`src/rtl/cpu_param.sv`:
```
// Parametrised multi-cycle CPU core: FETCH/EXEC run-control FSM, internal program memory,
// register file with debug read port and registered carry/zero/sign flags.
module cpu_param #(
   parameter int DATA_W  = 8,
   parameter int PC_W    = 4,
   parameter int REG_AW  = 2,
   parameter int INSTR_W = 4 + 2*REG_AW + DATA_W
) (
   input  logic               clk,
   input  logic               rst_n,
   input  logic               start,
   input  logic               run_en,
   input  logic               prog_we,
   input  logic [PC_W-1:0]    prog_addr,
   input  logic [INSTR_W-1:0] prog_wdata,
   input  logic [REG_AW-1:0]  dbg_raddr,
   output logic [DATA_W-1:0]  dbg_rdata,
   output logic [PC_W-1:0]    pc,
   output logic               cf,
   output logic               zf,
   output logic               sf,
   output logic               busy,
   output logic               halted,
   output logic               instr_done
);

   typedef enum logic [1:0] {S_IDLE, S_FETCH, S_EXEC, S_HALTED} state_t;

   localparam logic [3:0] OP_NOP  = 4'h0, OP_ADD = 4'h1, OP_SUB = 4'h2, OP_AND  = 4'h3,
                          OP_OR   = 4'h4, OP_XOR = 4'h5, OP_ADDI = 4'h6, OP_LDI = 4'h7,
                          OP_SHL  = 4'h8, OP_SHR = 4'h9, OP_JMP = 4'hA, OP_JZ   = 4'hB,
                          OP_JN   = 4'hC, OP_JC  = 4'hD, OP_CMP = 4'hE, OP_HALT = 4'hF;
   localparam logic [PC_W-1:0] PC_ONE = 1;

   state_t              state_q, state_d;
   logic [PC_W-1:0]     pc_q, pc_d;
   logic [INSTR_W-1:0]  ir_q, ir_d;
   logic                cf_q, cf_d, zf_q, zf_d, sf_q, sf_d;
   logic                done_q, done_d;
   logic [DATA_W-1:0]   regs_q [2**REG_AW];
   logic [INSTR_W-1:0]  imem [2**PC_W];

   logic [3:0]          opcode;
   logic [REG_AW-1:0]   rd, rs;
   logic [DATA_W-1:0]   imm, src_a, src_b, add_b;
   logic [DATA_W:0]     sum, diff;
   logic [DATA_W-1:0]   alu_res;
   logic                alu_c, alu_wr, alu_fl, jump_take, wr_en;

   assign opcode = ir_q[INSTR_W-1 -: 4];
   assign rd     = ir_q[INSTR_W-5 -: REG_AW];
   assign rs     = ir_q[DATA_W +: REG_AW];
   assign imm    = ir_q[DATA_W-1:0];
   assign src_a  = regs_q[rd];
   assign src_b  = regs_q[rs];
   assign add_b  = (opcode == OP_ADDI) ? imm : src_b;
   assign sum    = {1'b0, src_a} + {1'b0, add_b};
   // Bit DATA_W of the zero-extended difference is the unsigned borrow (src_a < src_b).
   assign diff   = {1'b0, src_a} - {1'b0, src_b};

   always_comb begin
      // NOTE: every combinational output gets a default first so no path can infer a latch.
      alu_res   = '0;
      alu_c     = 1'b0;
      alu_wr    = 1'b0;
      alu_fl    = 1'b0;
      jump_take = 1'b0;
      case (opcode)
         OP_ADD, OP_ADDI: begin alu_res = sum[DATA_W-1:0];  alu_c = sum[DATA_W];  alu_wr = 1'b1; alu_fl = 1'b1; end
         OP_SUB:          begin alu_res = diff[DATA_W-1:0]; alu_c = diff[DATA_W]; alu_wr = 1'b1; alu_fl = 1'b1; end
         OP_CMP:          begin alu_res = diff[DATA_W-1:0]; alu_c = diff[DATA_W]; alu_fl = 1'b1; end
         OP_AND:          begin alu_res = src_a & src_b; alu_wr = 1'b1; alu_fl = 1'b1; end
         OP_OR:           begin alu_res = src_a | src_b; alu_wr = 1'b1; alu_fl = 1'b1; end
         OP_XOR:          begin alu_res = src_a ^ src_b; alu_wr = 1'b1; alu_fl = 1'b1; end
         OP_LDI:          begin alu_res = imm; alu_wr = 1'b1; end
         OP_SHL:          begin alu_res = {src_a[DATA_W-2:0], 1'b0}; alu_c = src_a[DATA_W-1]; alu_wr = 1'b1; alu_fl = 1'b1; end
         OP_SHR:          begin alu_res = {1'b0, src_a[DATA_W-1:1]}; alu_c = src_a[0];        alu_wr = 1'b1; alu_fl = 1'b1; end
         OP_JMP:          jump_take = 1'b1;
         OP_JZ:           jump_take = zf_q;
         OP_JN:           jump_take = sf_q;
         OP_JC:           jump_take = cf_q;
         default:         ; // NOP and HALT have no datapath effect
      endcase
   end

   always_comb begin
      state_d = state_q;
      pc_d    = pc_q;
      ir_d    = ir_q;
      cf_d    = cf_q;
      zf_d    = zf_q;
      sf_d    = sf_q;
      done_d  = 1'b0;
      wr_en   = 1'b0;
      case (state_q)
         S_IDLE, S_HALTED: begin
            if (start) begin
               pc_d    = '0;
               cf_d    = 1'b0;
               zf_d    = 1'b0;
               sf_d    = 1'b0;
               state_d = S_FETCH;
            end
         end
         S_FETCH: begin
            if (run_en) begin
               ir_d    = imem[pc_q];
               state_d = S_EXEC;
            end
         end
         S_EXEC: begin
            if (run_en) begin
               done_d = 1'b1;
               wr_en  = alu_wr;
               if (alu_fl) begin
                  cf_d = alu_c;
                  zf_d = (alu_res == '0);
                  sf_d = alu_res[DATA_W-1];
               end
               if (opcode == OP_HALT) begin
                  state_d = S_HALTED;
               end else begin
                  pc_d    = jump_take ? imm[PC_W-1:0] : pc_q + PC_ONE;
                  state_d = S_FETCH;
               end
            end
         end
         default: state_d = S_IDLE;
      endcase
   end

   always_ff @(posedge clk) begin
      // NOTE: sequential state uses non-blocking assignments so all registers update together.
      if (!rst_n) begin
         state_q <= S_IDLE;
         pc_q    <= '0;
         ir_q    <= '0;
         cf_q    <= 1'b0;
         zf_q    <= 1'b0;
         sf_q    <= 1'b0;
         done_q  <= 1'b0;
         for (int i = 0; i < 2**REG_AW; i++) regs_q[i] <= '0;
      end else begin
         state_q <= state_d;
         pc_q    <= pc_d;
         ir_q    <= ir_d;
         cf_q    <= cf_d;
         zf_q    <= zf_d;
         sf_q    <= sf_d;
         done_q  <= done_d;
         if (wr_en) regs_q[rd] <= alu_res;
      end
   end

   // NOTE: program memory is deliberately not reset, so a loaded program survives rst_n.
   always_ff @(posedge clk) begin
      if (prog_we) imem[prog_addr] <= prog_wdata;
   end

   assign dbg_rdata  = regs_q[dbg_raddr];
   assign pc         = pc_q;
   assign cf         = cf_q;
   assign zf         = zf_q;
   assign sf         = sf_q;
   assign busy       = (state_q == S_FETCH) || (state_q == S_EXEC);
   assign halted     = (state_q == S_HALTED);
   assign instr_done = done_q;

endmodule

```
`config.mk`:
```
export PLATFORM = sky130hd
export DESIGN_NAME = cpu_param
export DESIGN_NICKNAME = d
export VERILOG_FILES = /design/src/rtl/cpu_param.sv
export SDC_FILE = /design/constraint.sdc
export NUM_CORES = 1
export LEC_CHECK = 0
export CAP_MARGIN = 30
export CORE_MARGIN = 5
export CORE_UTILIZATION = 60
export CTS_BUF_LIST = sky130_fd_sc_hd__clkbuf_16
export CTS_CLUSTER_DIAMETER = 50
export DETAILED_ROUTE_END_ITERATION = 10
export GPL_TIMING_DRIVEN = 0
export PLACE_DENSITY_LB_ADDON = 0.15
export RECOVER_POWER = 50
export SLEW_MARGIN = 10
export SYNTH_ARGS = -nofsm -noshare
export SYNTH_HDL_FRONTEND = slang
export SYNTH_SLANG_ARGS = --single-unit
```
`constraint.sdc`:
```
create_clock -name clk -period 4.5 [get_ports clk]
set_input_delay 1.125 -clock clk [delete_from_list [all_inputs] [get_ports clk]]
set_output_delay 1.125 -clock clk [all_outputs]
set_load 0.05 [all_outputs]
```
==> results of run 1 <==
==> how the worst max path moves through the flow <==
stage | cells after the start | endpoint | slack (ns)
final | 13 | regs_q[2][6]$_SDFFCE_PN0P_ | 0.26
after global routing | 13 | regs_q[2][6]$_SDFFCE_PN0P_ | 0.02
after CTS | 13 | regs_q[2][6]$_SDFFCE_PN0P_ | 0.17
after detailed placement | 13 | regs_q[2][6]$_SDFFCE_PN0P_ | 0.18
after global placement | 3 | imem[0][11]$_DFFE_PP_ | -0.43
after floorplan | 13 | regs_q[0][6]$_SDFFCE_PN0P_ | 1.02
==> flip-flops by register name, indices dropped and copies added (netlist names) <==
register    flops
imem          256
zf              1
ir_q           16
sf              1
cf              1
regs_q         32
pc              4
instr_done      1
state_q         2
==> metal layers <==
metal	up-vias	part of all wire, %	global-route usage [%]
met4	2	3.6	8.96
met3	85	6.4	4.19
li1	3577	-	-
met5	-	0.033	0
met1	4261	37	35.0
met2	399	53	51.1
==> layout by cell type (no fill, tap or decap), types with 6 or more instances in the layout <==
| master | netlist | layout |
|---|---|---|
| edfxtp_1 | 288 | 288 |
| mux4_2 | 102 | 102 |
| nand2_1 | 58 | 58 |
| nor2_1 | 58 | 52 |
| ha_1 | 36 | 36 |
| clkbuf_16 | 0 | 35 |
| inv_1 | 30 | 34 |
| dfxtp_1 | 26 | 26 |
| clkbuf_1 | 23 | 24 |
| a21oi_1 | 23 | 23 |
| clkdlybuf4s50_1 | 0 | 23 |
| dlygate4sd3_1 | 0 | 19 |
| a21boi_1 | 17 | 17 |
| buf_8 | 0 | 16 |
| o21ai_0 | 15 | 13 |
| buf_1 | 11 | 11 |
| buf_2 | 10 | 10 |
| nand3_1 | 10 | 10 |
| nor2b_1 | 9 | 9 |
| o21ai_1 | 7 | 9 |
| nand2b_1 | 8 | 8 |
| xnor2_1 | 8 | 8 |
| o22ai_1 | 8 | 8 |
| buf_4 | 2 | 7 |
| nor3_1 | 7 | 7 |
| nor2_2 | 0 | 6 |
| bufinv_16 | 0 | 6 |
==> area by class of cell <==
cell class              instances  area [um^2]
flip-flops and latches        314         9170
fillers                      1506         6930
multi-input cells             457         4720
clock buffers                  35          876
repair buffers                 66          717
well taps                     319          399
clock inverters                24          275
plain buffers                  46          200
inverters                      31          116
==> timing repair <==
item                       in CTS  in global routing
setup endpoints to repair       0                  4
resized for setup               0                  0
hold buffers                    0                  0
==> worst min-delay path, stage by stage, from the launching register on <==
cell and delay (ns):
dfxtp_1 0.32, nand2_1 0.06, a21boi_1 0.05
==> through the flow <==
| stage | hold WS (ns) | TNS (ns) | area, um^2 |
|---|---|---|---|
| floorplan | 0.446 | 0 | 14200 |
| global placement | 0.472 | -8.04 | 15000 |
| detailed placement | 0.472 | 0 | 15400 |
| CTS | 0.481 | 0 | 16500 |
| global route | 0.506 | 0 | 16500 |
| finish | 0.477 | 0 | 16500 |
==> power by group <==
part	internal [W]	total (W)	switching, W
clock	0.00176	0.00287	0.00111
combinational	0.000243	0.000627	0.000384
sequential	0.00325	0.00329	0.0000381
==> logic make-up (layout without fill, tap and decap cells) <==
group	Yosys count	after routing	synth area share, %
buffers and inverters	78	202	2.26
AOI/OAI and AO/OA	112	112	5.44
muxes	114	114	17.4
and+or+nand+nor	181	181	6.13
xor gates and xnor gates	12	12	0.740
adders and majority gates	38	38	3.45
DFF	314	314	64.6
==> impl_metrics.toml, run 1 <==
[synthesis]
synthTopCellsByArea = "edfxtp_1 61%, mux4_2 16%, dfxtp_1 3.7%"
synth_edf_count = 288
synth_cell_types = 66
synth-seq-area-share_pct = 64.6
post-synth-top-area-fraction_pct = 60.9
ys_warn_count = 0
yosys.cell_count.top_type = "edfxtp_1"
ys_seq_elements = 314
synthArstFlopShare_pct = 0
synth_nets = 914
synth_commonest_cells = "288 x edfxtp_1, 102 x mux4_2, 58 x nand2_1, 58 x nor2_1, 36 x ha_1"
syn-instance-count = 849
synth.largest_area_cell = "edfxtp_1"
syn-mean-instance-area_um2 = 16.7
netlist_area_mm2 = 0.0142
synth_flop_cell = "edfxtp_1"

[setup_path]
cp_max_fo = 10
crit_family = "compound AO/OA/AOI/OAI gates"
cp_num_buf_inv = 2
start_kind = "register"
crit_start = "ir_q[14]$_SDFFE_PN0P_"
worstSetupPathType = "register to register"
r2r_slack_ns = 0.26
end_kind = "register"
r2r-start = "ir_q[14]$_SDFFE_PN0P_"
crit_path_top_delay_cell = "fa_1"
worst_r2r_endpoint = "regs_q[2][6]$_SDFFCE_PN0P_"
slowest_delay_ns = 0.49
path_cells = "nor4bb_1, clkbuf_1, clkbuf_1, o21ai_0, ha_1, fa_1, a211oi_1, o21bai_1, a21oi_1, xnor2_1, o21ai_1, a21oi_1, nor2_1"
required_ns = 4.73
cp.arrival_ns = 4.47
ff2ff_path_depth = 13

[hold_path]
hold_path.class = "register to register"
min_from = "ir_q[7]$_SDFFE_PN0P_"
min_path_cells = 2
worstHoldEndpoint = "ir_q[7]$_SDFFE_PN0P_"

[drt]
drc_errors = 0
routed_wl_um = 36100
drt_iter0_drc = 945
vias_per_cell = 6.44
wl_per_cell_um = 27.9
via_count = 8324
first_pass_iters = 6
final_antenna_net_count = 0

[floorplan]
placementRows = 56
ios = 45
die_w_um = 164
die_area_mm2 = 0.0268
start_util_pct = 60.7
core-area_mm2 = 0.0234
die_height_um = 164

[power_and_ir_drop]
p_total_w = 0.00679
leakage_nw = 5.41
ir_drop_uv = 426
power.density_mw_per_mm2 = 412

[cells_and_area]
area_delta_synth_final_pct = 16.0
utilization_pct = 70.4
diodes = 0
layout.cells.non_filler = 1292
nets = 1015
drive_above_1_share_pct = 21.1

[timing]
hold_violations = 0
worst_slack_ns = 0.265
max_slew.worst_pin.slew_ns = 1.17
clock_skew_ns = 0.0256
min_period_ns = 4.24
finalSetupViolCount = 0
fin_crit_sh_pct = 94.1
max_freq_mhz = 236
slew_viol_final = 0
relSlewSlack_pct = 21.2
grt_setup_unrepaired = "no"

[global_routing]
antenna_found_initial = 1
grt-ovfl-total = 0
grt_pass1_wl_um = 54900
grt_max_degree = 17
first_global_vias = 8766
grt_use_total_pct = 28.1

[status]
outcome = "completed"

[placement]
placed_cells = 1233
port-buffer-count = 42
pre_cts_ws_ns = 0.183
place_congestion = 0.888
dpl.hpwl_um = 23800

[clock_network]
clk_pin_slew_ns = 0.06
post_cts_buffers = 0
clk_path_buf_depth = 3
tritoncts = "built"
cts.sinks = 314
cts.htree.levels = 2
cts-root-buf = "clkbuf_16"
cts_buffers = 34
clk_latency_ns = 0.52

[flow_run]
maxCapViolations = 0
Power figures use the tool's default switching activity.
==> inputs of run 2 (changes only) <==
--- a/config.mk
+++ b/config.mk
@@ -7,7 +7,7 @@
 export LEC_CHECK = 0
 export CAP_MARGIN = 30
 export CORE_MARGIN = 5
-export CORE_UTILIZATION = 60
+export CORE_UTILIZATION = 32
 export CTS_BUF_LIST = sky130_fd_sc_hd__clkbuf_16
 export CTS_CLUSTER_DIAMETER = 50
 export DETAILED_ROUTE_END_ITERATION = 10
==> run 2 against run 1 <==
  * Die area up 81%
  * Largest cell class unchanged
  * Critical endpoint is now dbg_rdata[0]
  * Cell count is 22% higher
  * Clock skew shrank 0.014 ns
  * Non-clock buffer count shrank 4
  * Critical path type is now input port to output pin
  * Highest routed layer is now met4
==> impl_metrics.toml, run 2 (synthesis results as in run 1) <==
[status]
outcome = "completed"

[timing]
max_slew.worst_pin.slew_ns = 0.981
max_freq_mhz = 238
hold_violations = 0
min_period_ns = 4.20
finalSetupViolCount = 0
grt_setup_unrepaired = "no"
relSlewSlack_pct = 34.6
fin_crit_sh_pct = 93.4
fin_tns_setup_ns = 0
clock_skew_ns = 0.0121
worst_slack_ns = 0.296
slew_viol_final = 0
holdWs_ns = 0.512

[hold_path]
min_from = "ir_q[7]$_SDFFE_PN0P_"
hold_path.class = "register to register"

[setup_path]
crit_path_top_delay_cell = "clkdlybuf4s50_1"
cp_max_fo = 8
cp.arrival_ns = 3.08
path_cells = "clkbuf_1, mux4_2, clkdlybuf4s50_1"
worst-path-stages = 3
slowest_delay_ns = 0.73
end_kind = "output pin"
ff2ff_path_depth = 11
required_ns = 3.38
worstSetupPathType = "input port to output pin"
crit_family = "buffers and inverters"
worst_r2r_endpoint = "regs_q[2][7]$_SDFFCE_PN0P_"
crit_start = "dbg_raddr[0]"
crit_path_end = "dbg_rdata[0]"
r2r_slack_ns = 0.38
start_kind = "input port"
cp_num_buf_inv = 2
r2r-start = "ir_q[8]$_SDFFE_PN0P_"

[cells_and_area]
area_delta_synth_final_pct = 18.2
layout_commonest_cell = "edfxtp_1"
top_register = "imem"
largest_reg_flops = 256
design_area_mm2 = 0.0168
final_cell_mix = "288 x edfxtp_1, 102 x mux4_2, 58 x nand2_1"
drive_above_1_share_pct = 20.5
nets = 1015
reg_top3 = "imem (256), regs_q (32), ir_q (16)"

[placement]
port-buffer-count = 42
dpl.hpwl_um = 24700
place_congestion = 0.795
pre_cts_ws_ns = 0.160
dpl_cell_area_mm2 = 0.0157

[drt]
vias_per_cell = 4.99
wl_per_cell_um = 23.2
routed_wl_um = 36400
via_count = 7840
drc_errors = 0
final_antenna_net_count = 0
first_pass_iters = 5
drt_iter0_drc = 489

[power_and_ir_drop]
power.density_mw_per_mm2 = 398
ir_drop_uv = 302
leakage_nw = 5.40
p_total_w = 0.00668

[flow_run]
maxCapViolations = 0

[global_routing]
use_met1_pct = 19.9
grt_busiest_layer = "met2"
antenna_found_initial = 2
use_met3_pct = 2.72
grt_pass1_wl_um = 54100
gr-usage-met2_pct = 26.6
grt_max_degree = 17
grt-ovfl-total = 0
first_global_vias = 8268
grt_use_total_pct = 15.2

[clock_network]
hold_buffers = 0
tritoncts = "built"
post_cts_buffers = 0
clk_latency_ns = 0.53
clk_path_buf_depth = 3
cts-root-buf = "clkbuf_16"
cts.htree.levels = 2
cts_buffers = 38
cts.sinks = 314
clk_pin_slew_ns = 0.05
cts_resized = 0

[floorplan]
start_util_pct = 32.2
placementRows = 77
die_area_mm2 = 0.0487
die_w_um = 221
core-area_mm2 = 0.0440
die_height_um = 221
ios = 45
run 2: worst min-delay path: cells and delay by family (launching register included):
| family | cells | cell delay, ns |
|---|---|---|
| flops | 1 | 0.34 |
| compound gates | 1 | 0.05 |
| simple gates | 1 | 0.07 |
run 2: stage by stage:
stage / utilization, % / cells
after floorplan: - / 849
after global placement: 34.9 / 1483
after detailed placement: 35.6 / 1503
after CTS: 38.2 / 1570
after global routing: 38.1 / 1569
final: 38.1 / 1571
run 2: layer usage:
layer  vias up  routed length, um
met5         -                  0
met4         0                522
met3        42               1360
met2       145              18400
met1      4073              16100
li1       3580                  -
run 2: worst min path at each step:
| stage | slack (ns) | end | cells past startpoint |
|---|---|---|---|
| 2_1_floorplan | 0.45 | ir_q[4]$_SDFFE_PN0P_ | 2 |
| 3_3_place_gp | 0.50 | ir_q[7]$_SDFFE_PN0P_ | 2 |
| 3_5_place_dp | 0.50 | ir_q[7]$_SDFFE_PN0P_ | 2 |
| 4_1_cts | 0.51 | ir_q[7]$_SDFFE_PN0P_ | 2 |
| 5_1_grt | 0.54 | sf$_SDFFE_PN0P_ | 2 |
| 6_report | 0.51 | ir_q[7]$_SDFFE_PN0P_ | 2 |
run 2: where the power goes:
part / switching [W] / internal [W] / total [W]
clock: 0.00114 / 0.00162 / 0.00276
combinational: 0.000383 / 0.000242 / 0.000624
sequential: 0.0000344 / 0.00326 / 0.00329
total: 0.00156 / 0.00512 / 0.00668
run 2: area by class of cell:
cell class	count	area, um^2
antenna	2	5.00
buffer	46	201
clock buffer	39	976
clock inverter	28	151
fill	4148	27300
inverter	31	116
multi-input combinational	457	4760
sequential	314	9170
tap	592	741
timing repair buffer	62	654
